==> config.mk <==
export PLATFORM = sky130hd
export DESIGN_NAME = hex_scan_display
export DESIGN_NICKNAME = d
export VERILOG_FILES = /design/src/rtl/hex_scan_display.sv
export SDC_FILE = /design/constraint.sdc
export NUM_CORES = 1
export LEC_CHECK = 0
export ABC_AREA = 0
export BUFFER_PORTS_ARGS = -buffer_cell sky130_fd_sc_hd__buf_2
export CORE_MARGIN = 2
export CORE_UTILIZATION = 39
export CTS_BUF_LIST = sky130_fd_sc_hd__clkbuf_8 sky130_fd_sc_hd__clkbuf_16
export DETAILED_ROUTE_END_ITERATION = 6
export PLACE_DENSITY = 0.62
export SLEW_MARGIN = 20
export SYNTH_ARGS = -nofsm -noshare
export SYNTH_HDL_FRONTEND = slang
export SYNTH_SLANG_ARGS = --single-unit
export TNS_END_PERCENT = 30
==> constraint.sdc <==
create_clock -name clk_50m -period 4 [get_ports clk_50m]
set_clock_uncertainty 0.15 [all_clocks]
set_input_delay 0.8 -clock clk_50m [delete_from_list [all_inputs] [get_ports clk_50m]]
set_output_delay 0.8 -clock clk_50m [all_outputs]
set_load 0.01 [all_outputs]
==> src/rtl/hex_scan_display.sv <==
// -----------------------------------------------------------------------------
// hex_scan_display
//
// Time-multiplexed driver for a row of common-anode 7-segment digits. Each
// digit gets a slot of GUARD all-off cycles (anti-ghosting) followed by DIV
// lit cycles; the slots repeat with a fixed frame period of
// DIGITS*(GUARD+DIV) cycles regardless of input activity.
//
// A loaded value is parked in a pending buffer and copied into the display
// shadow only at a frame boundary, so a frame never shows a mix of old and
// new digits.
//
// Ports
//   clk_50m   in   1          system clock
//   rst_n     in   1          synchronous active-low reset
//   value_i   in   4*DIGITS   nibble k = digit k, digit 0 rightmost
//   load_i    in   1          one-cycle strobe, capture value_i
//   blank_i   in   1          leading-zero blanking enable
//   en_i      in   DIGITS     per-digit enable mask, 1 = digit may light
//   hex_o     out  7          segments {g,f,e,d,c,b,a}, active-low
//   hex_on_o  out  DIGITS     digit select, active-low, at most one bit 0
//   frame_o   out  1          one-cycle pulse on the first cycle of a frame
// -----------------------------------------------------------------------------
module hex_scan_display #(
    parameter int DIGITS = 8,      // digits scanned (1..8)
    parameter int DIV    = 50000,  // lit cycles per slot (>=1)
    parameter int GUARD  = 16      // all-off cycles before each slot (>=1)
) (
    input  logic                  clk_50m,
    input  logic                  rst_n,
    input  logic [4*DIGITS-1:0]   value_i,
    input  logic                  load_i,
    input  logic                  blank_i,
    input  logic [DIGITS-1:0]     en_i,
    output logic [6:0]            hex_o,
    output logic [DIGITS-1:0]     hex_on_o,
    output logic                  frame_o
);

    localparam int IDX_W   = (DIGITS > 1) ? $clog2(DIGITS) : 1;
    localparam int CNT_MAX = (DIV > GUARD) ? DIV : GUARD;
    localparam int CNT_W   = (CNT_MAX > 1) ? $clog2(CNT_MAX) : 1;

    localparam logic [6:0]       SEG_OFF  = 7'h7F;
    localparam logic [IDX_W-1:0] IDX_LAST = IDX_W'(DIGITS - 1);
    localparam logic [CNT_W-1:0] GRD_LAST = CNT_W'(GUARD - 1);
    localparam logic [CNT_W-1:0] DIV_LAST = CNT_W'(DIV - 1);

    typedef enum logic {
        ST_GUARD = 1'b0,
        ST_ON    = 1'b1
    } state_t;

    // Hex nibble to active-low {g,f,e,d,c,b,a}.
    function automatic logic [6:0] seg_map(input logic [3:0] nib);
        case (nib)
            4'h0: seg_map = 7'h40;
            4'h1: seg_map = 7'h79;
            4'h2: seg_map = 7'h24;
            4'h3: seg_map = 7'h30;
            4'h4: seg_map = 7'h19;
            4'h5: seg_map = 7'h12;
            4'h6: seg_map = 7'h02;
            4'h7: seg_map = 7'h78;
            4'h8: seg_map = 7'h00;
            4'h9: seg_map = 7'h10;
            4'hA: seg_map = 7'h08;
            4'hB: seg_map = 7'h03;
            4'hC: seg_map = 7'h46;
            4'hD: seg_map = 7'h21;
            4'hE: seg_map = 7'h06;
            default: seg_map = 7'h0E;
        endcase
    endfunction

    // -------------------------------------------------------------------------
    // Registers
    // -------------------------------------------------------------------------
    state_t               r_state;
    logic [IDX_W-1:0]     r_idx;
    logic [CNT_W-1:0]     r_cnt;
    // Cleared by reset so the first cycle after release is a fresh frame
    // start (GUARD, cnt 0, idx 0) that also raises frame_o.
    logic                 r_run;
    logic [4*DIGITS-1:0]  r_pending;
    logic                 r_pend_vld;
    logic [4*DIGITS-1:0]  r_shadow;
    logic [6:0]           r_hex;
    logic [DIGITS-1:0]    r_hex_on;
    logic                 r_frame;

    // -------------------------------------------------------------------------
    // Combinational signals
    // -------------------------------------------------------------------------
    state_t               w_state_nxt;
    logic [IDX_W-1:0]     w_idx_nxt;
    logic [CNT_W-1:0]     w_cnt_nxt;
    logic                 w_boundary;
    logic                 w_frame_nxt;
    logic [DIGITS-1:0]    w_zero_from;  // bit k: shadow nibbles k..DIGITS-1 all zero
    logic [DIGITS-1:0]    w_dark;       // bit k: digit k must stay unlit
    logic [6:0]           w_hex_nxt;
    logic [DIGITS-1:0]    w_hex_on_nxt;

    // -------------------------------------------------------------------------
    // Process 1: state register and datapath registers
    // -------------------------------------------------------------------------
    // NOTE: sequential state uses non-blocking (<=) so every register samples
    // pre-edge values; blocking (=) here would create order-dependent races.
    // NOTE: the value buffers are plain flops, not RAM, so resetting them is
    // cheap and guarantees a reset discards any half-finished load.
    always_ff @(posedge clk_50m) begin
        if (!rst_n) begin
            r_state    <= ST_GUARD;
            r_idx      <= '0;
            r_cnt      <= '0;
            r_run      <= 1'b0;
            r_pending  <= '0;
            r_pend_vld <= 1'b0;
            r_shadow   <= '0;
            r_hex      <= SEG_OFF;
            r_hex_on   <= '1;
            r_frame    <= 1'b0;
        end else begin
            r_state <= w_state_nxt;
            r_idx   <= w_idx_nxt;
            r_cnt   <= w_cnt_nxt;
            r_run   <= 1'b1;

            // A load on the boundary cycle wins over the clear, so it stays
            // pending for the following frame while the shadow takes the
            // pre-edge value below.
            if (load_i) begin
                r_pending  <= value_i;
                r_pend_vld <= 1'b1;
            end else if (w_boundary) begin
                r_pend_vld <= 1'b0;
            end

            if (w_boundary && r_pend_vld) begin
                r_shadow <= r_pending;
            end

            // Outputs are computed from the next state so they line up with
            // the state held in the same cycle.
            r_hex    <= w_hex_nxt;
            r_hex_on <= w_hex_on_nxt;
            r_frame  <= w_frame_nxt;
        end
    end

    // -------------------------------------------------------------------------
    // Process 2: next-state logic
    // -------------------------------------------------------------------------
    // NOTE: every signal gets a default at the top of the block, so no path
    // leaves one unassigned and no latch is inferred.
    always_comb begin
        w_state_nxt = r_state;
        w_idx_nxt   = r_idx;
        w_cnt_nxt   = r_cnt + CNT_W'(1);
        w_boundary  = 1'b0;
        w_frame_nxt = 1'b0;

        if (!r_run) begin
            w_state_nxt = ST_GUARD;
            w_idx_nxt   = '0;
            w_cnt_nxt   = '0;
            w_frame_nxt = 1'b1;
        end else begin
            case (r_state)
                ST_GUARD: begin
                    if (r_cnt == GRD_LAST) begin
                        w_state_nxt = ST_ON;
                        w_cnt_nxt   = '0;
                    end
                end
                default: begin  // ST_ON
                    if (r_cnt == DIV_LAST) begin
                        w_state_nxt = ST_GUARD;
                        w_cnt_nxt   = '0;
                        if (r_idx == IDX_LAST) begin
                            w_idx_nxt   = '0;
                            w_boundary  = 1'b1;
                            w_frame_nxt = 1'b1;
                        end else begin
                            w_idx_nxt = r_idx + IDX_W'(1);
                        end
                    end
                end
            endcase
        end
    end

    // -------------------------------------------------------------------------
    // Process 3: output logic (registered in process 1)
    // -------------------------------------------------------------------------
    // Leading-zero detection scans from the most significant digit down.
    always_comb begin
        logic v_all_zero;
        v_all_zero  = 1'b1;
        w_zero_from = '0;
        for (int k = DIGITS - 1; k >= 0; k--) begin
            v_all_zero     = v_all_zero && (r_shadow[4*k +: 4] == 4'h0);
            w_zero_from[k] = v_all_zero;
        end
    end

    // Digit 0 is exempt from leading-zero blanking so an all-zero value
    // still shows a single "0".
    always_comb begin
        w_dark = '0;
        for (int k = 0; k < DIGITS; k++) begin
            w_dark[k] = !en_i[k] || (blank_i && (k != 0) && w_zero_from[k]);
        end
    end

    always_comb begin
        w_hex_nxt    = SEG_OFF;
        w_hex_on_nxt = '1;
        if (w_state_nxt == ST_ON && !w_dark[w_idx_nxt]) begin
            w_hex_on_nxt[w_idx_nxt] = 1'b0;
            w_hex_nxt               = seg_map(r_shadow[4*int'(w_idx_nxt) +: 4]);
        end
    end

    assign hex_o    = r_hex;
    assign hex_on_o = r_hex_on;
    assign frame_o  = r_frame;

endmodule

==> impl_results.md <==
* Outcome: finished clean
* Worst rel slew slack at 0.357
* Commonest cells after routing, fill and taps aside: dfxtp_1, nand2_1, nor2_1, buf_2
* Nets at 609
* Startpoint class of the critical path: flop
* Fmax at about 0.27 GHz
* Worst setup path startpoint: r_cnt[6]
* Initial antenna violation count at 0
* Final hold violations at 0
* Root Buffer: clkbuf_8
* CTS Hold Bufs at 0
* Synthesis warning total at 0
* Gpl congestion at 0.876
* Critical path arrival at approximately 3800 ps
* Pin count of the biggest net entering global routing at just under 70
* Synth cell types at between 40 and 50
* GRT overflow at 0
* Required @ worst endpoint at 4100 ps
* Peak VDD IR at 0.267 mV
* Period Utilization, post-route at 0.925
* Cell Area, Placed at between 0.004 and 0.005 sq mm
* Worst r2r path cells at 11
* Layout Area Growth over Synthesis at 15.1%
* Mapped Area at around 0.0044 sq mm
* Drt first pass iters at 5
* Fill count at roughly 1.1k
* Vias in the first global route at between 3k and 4k
* Max-cap violations at 0
* Synth Flop Type: dfxtp_1
* Sequential element share of the synthesized area at 0.467
* Worst Tran Pin Value at between 900 and 1000 ps
* # H-tree levels at 3
* Footprint of the multi-input gates at around 0.0022 sq mm
* Synthesized flop and latch total at ~100
* Reg-to-Reg Start: r_cnt[6]
* Post-CTS setup buffer count at 0
* Layout cell share with drive strength beyond 1 at 0.169
* HPWL Detailed at around 7000 um
* Setup_tns at 0 ps
* Die span in x at roughly 110 um
* Worst-path fanout max at 13
* WL final at ~9400 um
* Top post-synthesis cells by area: dfxtp_1, mux2i_1, nand2_1
* Post-route ant nets at 0
* Final Cell Area at between 0.005 and 0.006 sq mm
* CP endpoint kind: flop
* Most common cell after layout, fill and taps aside: dfxtp_1
* Cell taking the most area after synthesis: dfxtp_1
* Clock slew at reported path FFs at around 100 ps
* I/O Buffers at between 50 and 60
* Row cnt at 38
* RR Endpoint: hex_o[6]
* Flop-to-flop setup slack at approximately 300 ps
* Ports at 60
* Wire per inst at between 10 and 15 um
* Clock latency on the worst-skew pair at roughly 370 ps
* Area share of the largest cell type after synthesis at 0.467
* Leakage at about 0.0019 uW
* Post-synth EDFFs at 0
* RSZ-0062 raised after global routing: no
* First-pass GRT wire length at 15600 um
* Antenna cells at 0
* CTS tree: yes
* Post-Syn Instances at 504
* Height of the die at about 110 um
* Initial Util at 0.401
* Tmin final at approximately 3700 ps
* Fin. max-slew vios at 0
* Mapped Nets at 555
* Core ar. at 0.0109 sq mm
* Register area at about 0.0020 sq mm
* Total number of vias at approximately 3.6k
* Post-DR vias/cell at roughly 5.1
* Full die area at approximately 0.012 sq mm
* Pwr dens at between 300 and 400 mW/mm^2
* # DRC at 0
* Clk sinks at 102
* Syn avg cell area at slightly below 9 sq um
* Worst setup path end: hex_o[6]
* Max clock buf depth at 2
* CTS Buf Count at 9
* Crit Path Class: reg -> reg
* Initial DRC Count at between 150 and 200
* Final setup vio count at 0
* Worst min path class: reg -> reg
* Async SR Flop Fraction at 0
* GRT Util Overall at 0.167
## logic make-up (layout without fill, tap and decap cells)
logic type                 Yosys count  in the layout  share of synthesized area
DFF                                102            102                      0.467
buffers and inverters               35             94                     0.0349
AOI/OAI and AO/OA                   84             84                      0.120
xor gates and xnor gates            14             14                     0.0281
muxes                               50             50                      0.116
and+or+nand+nor                    212            212                      0.214
adders and majority gates            7              7                     0.0200
## cell usage after synthesis (2+ instances only)
cell type and count:
a21boi_0 2, a21oi_1 47, a221o_1 3, a311o_1 2
and3_1 7, buf_2 2, buf_6 2, clkbuf_1 19
dfxtp_1 102, ha_1 7, inv_1 10, mux2_2 2
mux2i_1 47, nand2_1 85, nand2b_1 8, nand3_1 13
nand3b_1 2, nand4_1 2, nor2_1 70, nor3_1 9
nor4_1 8, o21a_1 2, o21ai_0 10, o22ai_1 8
or4_1 2, xnor2_1 6, xor2_1 8
## timing repair
action                                  CTS  global route
hold endpoints to repair                  0             0
endpoints found under the setup margin    0             7
resized for setup                         0             3
## final cells by class
class / count / area share
multi-input cells: 367 / 0.435
clock inverters: 5 / 0.0122
well taps: 140 / 0.0348
repair buffers: 68 / 0.0746
inverters: 10 / 0.00746
clock buffers: 11 / 0.0301
flip-flops and latches: 102 / 0.406
## worst max-delay path, cell delays in order, from the launching register on
cell,delay [ps]
dfxtp_1,450
nand2_2,70
or3_1,510
nor4_4,390
o21a_2,420
mux2i_1,230
o22ai_1,90
nor2_1,350
inv_1,120
ha_1,240
mux2_2,260
a221o_1,280
## power by group
part,switching (uW),leakage (uW),internal [uW]
combinational,43.5,0.000998,39.5
clock,349,0.000111,329
sequential,13.1,0.000830,1040
## flip-flops by register name, summed over array words and instances (netlist names)
name        count
r_pending      32
r_shadow       32
r_cnt          16
hex_on_o        8
hex_o           7
r_idx           3
frame_o         1
r_pend_vld      1
r_run           1
r_state         1
## per-layer routing
layer,vias to the layer above,share of wire,wire (um),GRT usage
li1,1835,-,-,-
met1,1628,0.45,4220,0.207
met2,96,0.48,4450,0.275
met3,10,0.063,590,0.0462
met4,0,0.011,105,0.0615
met5,-,0,0,0
## stage by stage
stage	total power [uW]	setup WS, ps	hold WS [ps]	utilization	cells
6_report	1810	302	301	0.462	703
5_1_grt	1890	10.0	331	0.462	703
4_1_cts	1840	106	307	0.461	703
3_5_place_dp	1160	145	292	0.442	687
3_3_place_gp	1160	241	273	0.442	687
2_1_floorplan	1120	545	263	-	504
## how the worst min path moves through the flow
| stage | slack [ps] | end | start | cells after the start |
|---|---|---|---|---|
| after floorplan | 260 | r_cnt[0] | r_cnt[0] | 1 |
| after global placement | 270 | r_cnt[0] | r_cnt[0] | 1 |
| after detailed placement | 290 | r_cnt[0] | r_cnt[0] | 1 |
| after CTS | 310 | r_cnt[0] | r_cnt[0] | 1 |
| after global routing | 330 | r_cnt[0] | r_cnt[0] | 1 |
| final | 300 | r_cnt[0] | r_cnt[0] | 1 |
No activity file was read; power rests on OpenSTA's default activity.
